==> config.mk <==
export PLATFORM = sky130hd
export DESIGN_NAME = power_seq
export DESIGN_NICKNAME = d
export VERILOG_FILES = /design/src/rtl/power_seq_pkg.sv /design/src/rtl/power_seq_timer.sv /design/src/rtl/power_seq.sv
export VERILOG_INCLUDE_DIRS = /design/src /design/src/rtl
export SDC_FILE = /design/constraint.sdc
export NUM_CORES = 1
export LEC_CHECK = 0
export ABC_AREA = 1
export BUFFER_PORTS_ARGS = -buffer_cell sky130_fd_sc_hd__clkbuf_2
export CORE_MARGIN = 8
export CORE_UTILIZATION = 40
export DETAILED_ROUTE_END_ITERATION = 16
export GPL_TIMING_DRIVEN = 0
export PLACE_DENSITY = 0.6
export SETUP_SLACK_MARGIN = 0.15
export SLEW_MARGIN = 20
export SYNTH_ARGS = -nofsm -noshare
export SYNTH_HDL_FRONTEND = slang
export SYNTH_SLANG_ARGS = --single-unit
==> constraint.sdc <==
create_clock -name clk -period 1.7 [get_ports clk]
set_input_delay 0.34 -clock clk [delete_from_list [all_inputs] [get_ports clk]]
set_output_delay 0.34 -clock clk [all_outputs]
set_load 0.02 [all_outputs]
==> src/rtl/power_seq_defs.v <==
// power_seq shared encodings: FSM state codes and wait-counter width.
`ifndef POWER_SEQ_DEFS_V
`define POWER_SEQ_DEFS_V
localparam int CNT_W = 4;
localparam logic [2:0] ST_OFF      = 3'd0;
localparam logic [2:0] ST_UP_EN    = 3'd1;
localparam logic [2:0] ST_UP_DLY   = 3'd2;
localparam logic [2:0] ST_RST_HOLD = 3'd3;
localparam logic [2:0] ST_ON       = 3'd4;
localparam logic [2:0] ST_DOWN_RST = 3'd5;
localparam logic [2:0] ST_DOWN_DIS = 3'd6;
localparam logic [2:0] ST_FAULT    = 3'd7;
`endif

==> src/rtl/power_seq_pkg.sv <==
// power_seq package: state enum and counter type.
package power_seq_pkg;
  `include "power_seq_defs.v"

  typedef enum logic [2:0] {
    S_OFF      = ST_OFF,
    S_UP_EN    = ST_UP_EN,
    S_UP_DLY   = ST_UP_DLY,
    S_RST_HOLD = ST_RST_HOLD,
    S_ON       = ST_ON,
    S_DOWN_RST = ST_DOWN_RST,
    S_DOWN_DIS = ST_DOWN_DIS,
    S_FAULT    = ST_FAULT
  } state_e;

  typedef logic [CNT_W-1:0] cnt_t;
endpackage

==> src/rtl/power_seq_timer.sv <==
// ce-gated loadable down-counter shared by every wait state.
module power_seq_timer
  import power_seq_pkg::*;
(
  input  logic clk,
  input  logic rst_n,
  input  logic ce,
  input  logic load,
  input  cnt_t load_val,
  output logic zero
);

  cnt_t cnt_q, cnt_d;

  // load wins over a same-cycle tick; count parks at zero
  always_comb begin
    cnt_d = cnt_q;
    if (load) begin
      cnt_d = load_val;
    end else if (ce && cnt_q != '0) begin
      cnt_d = cnt_q - 1'b1;
    end
  end

  always_ff @(posedge clk or negedge rst_n) begin
    if (!rst_n) begin
      cnt_q <= '0;
    end else begin
      cnt_q <= cnt_d;
    end
  end

  assign zero = (cnt_q == '0);

endmodule

==> src/rtl/power_seq.sv <==
// Rail sequencer: ordered rail bring-up with pg supervision,
// reset release, reverse-order shutdown and sticky fault.
module power_seq
  import power_seq_pkg::*;
#(
  parameter int   NUM_RAILS   = 3,
  parameter cnt_t RAIL_DELAY  = 4'd2,
  parameter cnt_t PG_TIMEOUT  = 4'd8,
  parameter cnt_t RESET_DELAY = 4'd4,
  parameter cnt_t OFF_DELAY   = 4'd2
) (
  input  logic                 clk,
  input  logic                 rst_n,
  input  logic                 ce,
  input  logic                 pwr_enable,
  input  logic [NUM_RAILS-1:0] pg,
  output logic [NUM_RAILS-1:0] rail_en,
  output logic                 sys_rst_n,
  output logic                 pwr_good,
  output logic                 pwr_fault
);

  localparam int IW = (NUM_RAILS > 1) ? $clog2(NUM_RAILS) : 1;
  localparam logic [IW-1:0] LAST = IW'(NUM_RAILS - 1);
  localparam logic [NUM_RAILS-1:0] ONE = NUM_RAILS'(1);

  state_e               state_q, state_d;
  logic [IW-1:0]        idx_q, idx_d;
  logic [NUM_RAILS-1:0] en_q, en_d;
  logic                 srst_n_q, srst_n_d;
  logic                 good_q, good_d;
  logic                 fault_q, fault_d;
  logic                 load, zero, lost;
  logic                 to_fault, to_down;
  cnt_t                 load_val;

  power_seq_timer u_timer (
    .clk      (clk),
    .rst_n    (rst_n),
    .ce       (ce),
    .load     (load),
    .load_val (load_val),
    .zero     (zero)
  );

  always_comb begin
    state_d  = state_q;
    idx_d    = idx_q;
    en_d     = en_q;
    srst_n_d = srst_n_q;
    good_d   = good_q;
    fault_d  = fault_q;
    load     = 1'b0;
    load_val = '0;
    lost     = 1'b0;
    to_fault = 1'b0;
    to_down  = 1'b0;
    unique case (state_q)
      S_OFF: begin
        if (pwr_enable) begin
          state_d  = S_UP_EN;
          idx_d    = '0;
          en_d     = ONE;
          fault_d  = 1'b0;
          load     = 1'b1;
          load_val = PG_TIMEOUT;
        end
      end
      S_UP_EN: begin
        // the rail being brought up has no pg history yet
        lost = |(en_q & ~(ONE << idx_q) & ~pg);
        if (lost || (zero && !pg[idx_q])) begin
          to_fault = 1'b1;
        end else if (!pwr_enable) begin
          to_down = 1'b1;
        end else if (pg[idx_q]) begin
          state_d  = S_UP_DLY;
          load     = 1'b1;
          load_val = RAIL_DELAY;
        end
      end
      S_UP_DLY: begin
        lost = |(en_q & ~pg);
        if (lost) begin
          to_fault = 1'b1;
        end else if (!pwr_enable) begin
          to_down = 1'b1;
        end else if (zero) begin
          load = 1'b1;
          if (idx_q == LAST) begin
            state_d  = S_RST_HOLD;
            load_val = RESET_DELAY;
          end else begin
            state_d  = S_UP_EN;
            idx_d    = idx_q + 1'b1;
            en_d     = en_q | (ONE << (idx_q + 1'b1));
            load_val = PG_TIMEOUT;
          end
        end
      end
      S_RST_HOLD: begin
        lost = |(en_q & ~pg);
        if (lost) begin
          to_fault = 1'b1;
        end else if (!pwr_enable) begin
          to_down = 1'b1;
        end else if (zero) begin
          state_d  = S_ON;
          srst_n_d = 1'b1;
          good_d   = 1'b1;
        end
      end
      S_ON: begin
        lost = |(en_q & ~pg);
        if (lost) begin
          to_fault = 1'b1;
        end else if (!pwr_enable) begin
          to_down = 1'b1;
        end
      end
      S_DOWN_RST: begin
        // enabled rails are always a low-order prefix
        state_d  = S_DOWN_DIS;
        en_d     = en_q >> 1;
        load     = 1'b1;
        load_val = OFF_DELAY;
      end
      S_DOWN_DIS: begin
        if (zero) begin
          if (en_q == '0) begin
            state_d = S_OFF;
          end else begin
            en_d     = en_q >> 1;
            load     = 1'b1;
            load_val = OFF_DELAY;
          end
        end
      end
      S_FAULT: begin
        if (!pwr_enable) begin
          state_d = S_OFF;
        end
      end
      default: begin
        state_d = S_OFF;
      end
    endcase
    if (to_fault) begin
      state_d  = S_FAULT;
      en_d     = '0;
      srst_n_d = 1'b0;
      good_d   = 1'b0;
      fault_d  = 1'b1;
    end else if (to_down) begin
      state_d  = S_DOWN_RST;
      srst_n_d = 1'b0;
      good_d   = 1'b0;
    end
  end

  always_ff @(posedge clk or negedge rst_n) begin
    if (!rst_n) begin
      state_q  <= S_OFF;
      idx_q    <= '0;
      en_q     <= '0;
      srst_n_q <= 1'b0;
      good_q   <= 1'b0;
      fault_q  <= 1'b0;
    end else begin
      state_q  <= state_d;
      idx_q    <= idx_d;
      en_q     <= en_d;
      srst_n_q <= srst_n_d;
      good_q   <= good_d;
      fault_q  <= fault_d;
    end
  end

  assign rail_en   = en_q;
  assign sys_rst_n = srst_n_q;
  assign pwr_good  = good_q;
  assign pwr_fault = fault_q;

endmodule

# --- Yosys cells after proc, flatten, opt, wreduce, memory -nomap -nowiden ---
# Index checks and enable logic that the tools add are counted.
op_classes:
  n_eq_ne: 34
  bitwise: 6
  order_cmp: 1
  addsub: 2
  n_reduce_logical: 25
  shifts: 2
  mux: 72
ops:
  columns: ["op", "n"]
  rows:
  - ["$mux W3", 22]
  - ["$ne A4 B4 Y1 const B", 13]
  - ["$mux W4", 7]
  - ["$mux W1", 24]
  - ["$ne A3 B3 Y1 const B", 8]
  - ["$mux W2", 11]
  - ["$pmux W3 S7", 1]
  - ["$pmux W4 S5", 1]
  - ["$reduce_and A14 Y1", 1]
  - ["$eq A3 B3 Y1 const B", 4]
  - ["$pmux W3 S4", 1]
  - ["$ne A2 B2 Y1 const B", 5]
  - ["$and A3 B3 Y3", 3]
  - ["$reduce_bool A3 Y1", 3]
  - ["$reduce_bool A9 Y1", 1]
  - ["$reduce_or A3 Y1", 3]
  - ["$reduce_and A8 Y1", 1]
  - ["$reduce_bool A2 Y1", 4]
  - ["$eq A3 B2 Y1 const B", 2]
  - ["$logic_not A3 Y1", 2]
  - ["$not A3 Y3", 2]
  - ["$reduce_and A6 Y1", 1]
  - ["$shl A1 B2 Y3 const A", 2]
  - ["$pmux W1 S5", 1]
  - ["17 further kinds", 19]
word_totals:
  inputBits: 7
  output_inout_bits: 6
  wordCells: 148
  regBits: 14

# --- Longest topological paths before layout ---
logic_depth:
  depth_word: 10
  depth_mapped: 15
  mapped_depth_nobuf: 15

# --- Hierarchy ---
# A second synthesis with hierarchy kept.
unflattened:
  cells_unflattened: 193
  area_unflattened_um2: 1218.7
by_module_without_submodules:
  columns: ["module", "n_inst", "seq_area_each_um2", "cells_each", "area_each_um2"]
  rows:
  - ["power_seq", 1, 250.2, 147, 923.4]
  - ["power_seq_timer", 1, 100.1, 46, 295.3]

# --- Worst setup path after synthesis ---
# Ideal clock, no wire load.
synth_path:
  path_kind: "register to register"
  startpoint: "reg state_q[0]"
  endpoint: "reg en_q[1] (netlist: rail_en[1])"
  arrival_time_ps: 1598
  setup_slack_ps: -21
  n_path_buf: 0
  path_stages_with_launch: 13
  setup_ps: 122
  period_less_slack_ps: 1721
  cell_sequence: "dfrtp_1 inv_1 ha_1 inv_2 nor2_8 inv_4 o21ai_0 nand2_1 nand2_2 nor3_4 a21oi_1 a21oi_1 nor2_1"
synth_via:
  elab_chain_cells: 5
  word_cells_on_any_way: 20
synth_lines:
  columns: ["element", "line", "text"]
  rows:
  - ["from (decl)", "power_seq.sv:27", "state_e state_q, state_d;"]
  - ["from (signal assigned)", "power_seq.sv:170", "state_q <= state_d;"]
  - ["$eq A3 B3 Y1 / $eq A3 B2 Y1 (equally long branches)", null, null]
  - ["$reduce_or A3 Y1 (no source line)", null, null]
  - ["$pmux W1 S2", "power_seq.sv:58", "unique case (state_q)"]
  - ["$ne A3 B3 Y1 (no source line) / $reduce_bool A5 Y1 (equally long branches)", null, null]
  - ["$reduce_and A8 Y1 (no source line)", null, null]
  - ["to (signal assigned)", "power_seq.sv:172", "en_q <= en_d;"]
  - ["to (decl)", "power_seq.sv:29", "logic [NUM_RAILS-1:0] en_q, en_d;"]
# Several ways; a longest one is shown, not always the timed one.
# A chain may end at the register's enable or synchronous reset.

# --- Final worst setup path ---
# Same ends and word-level chain as after synthesis.

==> flow_summary.yaml <==
cells_and_area:
  finalNetCount: 247
  fin_util_pct: 57.1
  final_area_um2: 1860
  fill_cells: 321
  syn2layout_area_growth_pct: 39.5
  n_antenna_cell: 0
  drive_above_1_share_pct: 45.6
timing:
  layout_setup_ws_ns: -0.0590
  fin_tns_setup_ns: -0.174
  fin_skew_ns: 0.00387
  tightest_slew_ns: 0.382
  hold_violations: 0
  report.final.slew_viol_count: 0
  setup_viol: 6
  fin_crit_ns: 1.76
  grt_setup_unrepaired: "yes"
  timing.final.crit_share_pct: 103
  slew_headroom_pct: 74.5
  hold_slack_ns: 0.447
  fmax_mhz: 569
detailed_routing:
  ant_nets: 0
  drt_first_pass_iters: 4
  vias: 1407
  wire_per_inst_um: 13.5
  drc: 0
  via_per_inst: 5.14
  drt_iter0_markers: 54
  routed_wl_um: 3690
floorplan:
  dieArea_um2: 5440
  io_pins: 13
  initial_core_util_pct: 40.9
  core_area_um2: 3260
  die_h_um: 73.7
  die_w_um: 73.7
  rows: 21
clock_tree:
  cts_tree: "built"
  cts_buffers: 3
  cts_root_buffer: "clkbuf_4"
  clockBufferDepth: 2
  insertion_delay_ns: 0.29
  clk_pin_slew_ns: 0.09
  clkSinkCount: 14
  cts.htree.levels: 1
worst_setup_path:
  slowest_stage: "dfrtp_1"
  worst-path-buf-inv: 3
  worst_ep_required_time_ns: 1.89
  cpPeakStageDelay_ns: 0.41
  criticalPathCategory: "register to register"
  cp_top_family: "simple AND/OR/NAND/NOR gates"
  start_kind: "register"
  worstPathCellList: "inv_2 -> ha_4 -> inv_4 -> nor2_8 -> inv_4 -> o21ai_2 -> nand2_1 -> nand2_2 -> nor3_4 -> a21oi_1 -> a21oi_1 -> nor2_1"
  path_max_fanout: 6
  regToRegSetupSlack_ns: -0.06
  crit_path_end_kind: "register"
  cp.arrival_ns: 1.95
grt:
  grt_pass1_vias: 1378
  antenna_found_initial: 0
  overflow: 0
  grt_usage_pct: 14.1
  grt_max_degree: 15
  grt_pass1_wl_um: 6000
yosys:
  synthCells: 186
  ys_types: 32
  async_flop_share_pct: 100
  synth.top_cell.area_share_pct: 26.3
  netlist_area_um2: 1330
  yosysMostFrequentCell: "nand2_1"
  yosys_warnings: 0
  syn_avg_cell_area_um2: 7.17
  synth-seq-cells: 14
  synthTopCellsByCount: "nand2_1 (54), inv_1 (20), nand3_1 (18)"
  synth_area_leaders: "dfrtp_1 (26%), nand2_1 (15%), ha_1 (10%), nand3_1 (6.8%), inv_1 (5.6%)"
  synth_fp_nets: 204
  synthFlopType: "dfrtp_1"
  synth_area_leader_cell: "dfrtp_1"
  yosysSeqAreaShare_pct: 26.3
  synth_edf_count: 0
placement:
  place_congestion: 0.911
  dpl_cell_area_um2: 1510
  dpl.hpwl_um: 2490
  io_buffers: 12
power:
  p_leak_nw: 0.948
  peakVddDrop_uv: 1100
  cellPowerDensity_nw_per_um2: 2110
status:
  status: "finished, violations left"
  violations: "negative setup slack"
job:
  maxCapViolCount: 0
worst_hold_path:
  hold_class: "input pin to register"
report_power, final:
| part | internal, mW | switching [mW] | leakage (nW) |
|---|---|---|---|
| clock | 0.131 | 0.122 | 0.0210 |
| sequential | 0.499 | 0.154 | 0.171 |
| combinational | 1.28 | 1.74 | 0.755 |
path summary, 6_finish.rpt:
| kind | startpoint | endpoint | depth (start not counted) |
|---|---|---|---|
| setup / recovery | state_q[0] | rail_en[1] | 12 |
| hold / removal | ce | u_timer.cnt_q[0] | 4 |
| setup reg to reg | state_q[0] | rail_en[1] | 12 |
| hold reg to reg | pwr_fault | pwr_fault | 2 |
| max in group asynchronous | rst_n | idx_q[1] | 2 |
| min in group asynchronous | rst_n | rail_en[2] | 2 |
tightest hold or removal path, stage by stage:
cell and delay (ns):
clkbuf_2 0.08, nand2_1 0.13, nand3_1 0.12, nand2_1 0.05
cells in the final DEF (no fill, tap or decap), types with 4 or more instances in the layout:
| cell | Yosys | routed |
|---|---|---|
| buf_4 | 1 | 23 |
| inv_1 | 20 | 12 |
| ha_1 | 11 | 4 |
| buf_6 | 1 | 4 |
| nand2_4 | 3 | 4 |
| dfrtp_1 | 14 | 11 |
| a21oi_1 | 6 | 6 |
| nor2_1 | 14 | 10 |
| inv_4 | 1 | 5 |
| ha_4 | 0 | 6 |
| nand2_1 | 54 | 42 |
| o21ai_1 | 3 | 6 |
| nand3_1 | 18 | 15 |
| o21a_1 | 4 | 4 |
| nand2_2 | 2 | 13 |
| nand3_2 | 3 | 6 |
| clkbuf_2 | 0 | 12 |
| inv_2 | 4 | 8 |
flip-flops by register name, summed over array words and instances, names as in the netlist:
name,cells
u_timer.cnt_q,4
rail_en,3
state_q,3
idx_q,2
pwr_fault,1
pwr_good,1
layout make-up:
| cell class | instances | area, µm² | share of cell area [%] |
|---|---|---|---|
| Sequential cell | 14 | 354 | 19.0 |
| Timing Repair Buffer | 38 | 269 | 14.5 |
| Tap cell | 46 | 57.6 | 3.09 |
| Inverter | 26 | 115 | 6.19 |
| Clock buffer | 4 | 36.3 | 1.95 |
| Multi-Input combinational cell | 144 | 1010 | 54.3 |
| Buffer | 2 | 18.8 | 1.01 |
logic make-up (layout without fill, tap and decap cells):
family,count (synthesis),after routing,synth area share (%)
DFF,14,14,26.3
xor gates and xnor gates,2,2,1.31
AOI/OAI and AO/OA,27,27,12.7
buffers and inverters,28,70,9.29
adders and majority gates,11,11,10.3
and+or+nand+nor,104,104,40.2
per-stage QoR:
step	total power [mW]	setup slack (ns)	std cells
after floorplan	2.46	0.0610	186
after global placement	2.88	-0.0867	244
final	3.93	-0.0590	274
after detailed placement	2.93	-0.0980	244
after global routing	4.25	-0.151	274
after CTS	3.73	-0.0193	271
what timing repair did:
| item | in CTS | in global routing |
|---|---|---|
| gates resized for setup | 28 | 14 |
| pin swaps | 28 | 11 |
| buffers inserted | 22 | 3 |
| hold buffers | 1 | 0 |
| endpoints found under the hold margin | 14 | 0 |
| setup endpoints to repair | 13 | 14 |
per-layer routing:
| layer | global-route usage [%] | vias up | wire length (µm) |
|---|---|---|---|
| li1 | - | 693 | - |
| met1 | 15.8 | 667 | 1590 |
| met2 | 24.8 | 40 | 1880 |
| met3 | 3.14 | 7 | 165 |
| met4 | 5.76 | 0 | 61 |
| met5 | 0 | - | 0 |
No activity file was read; power rests on OpenSTA's default activity.
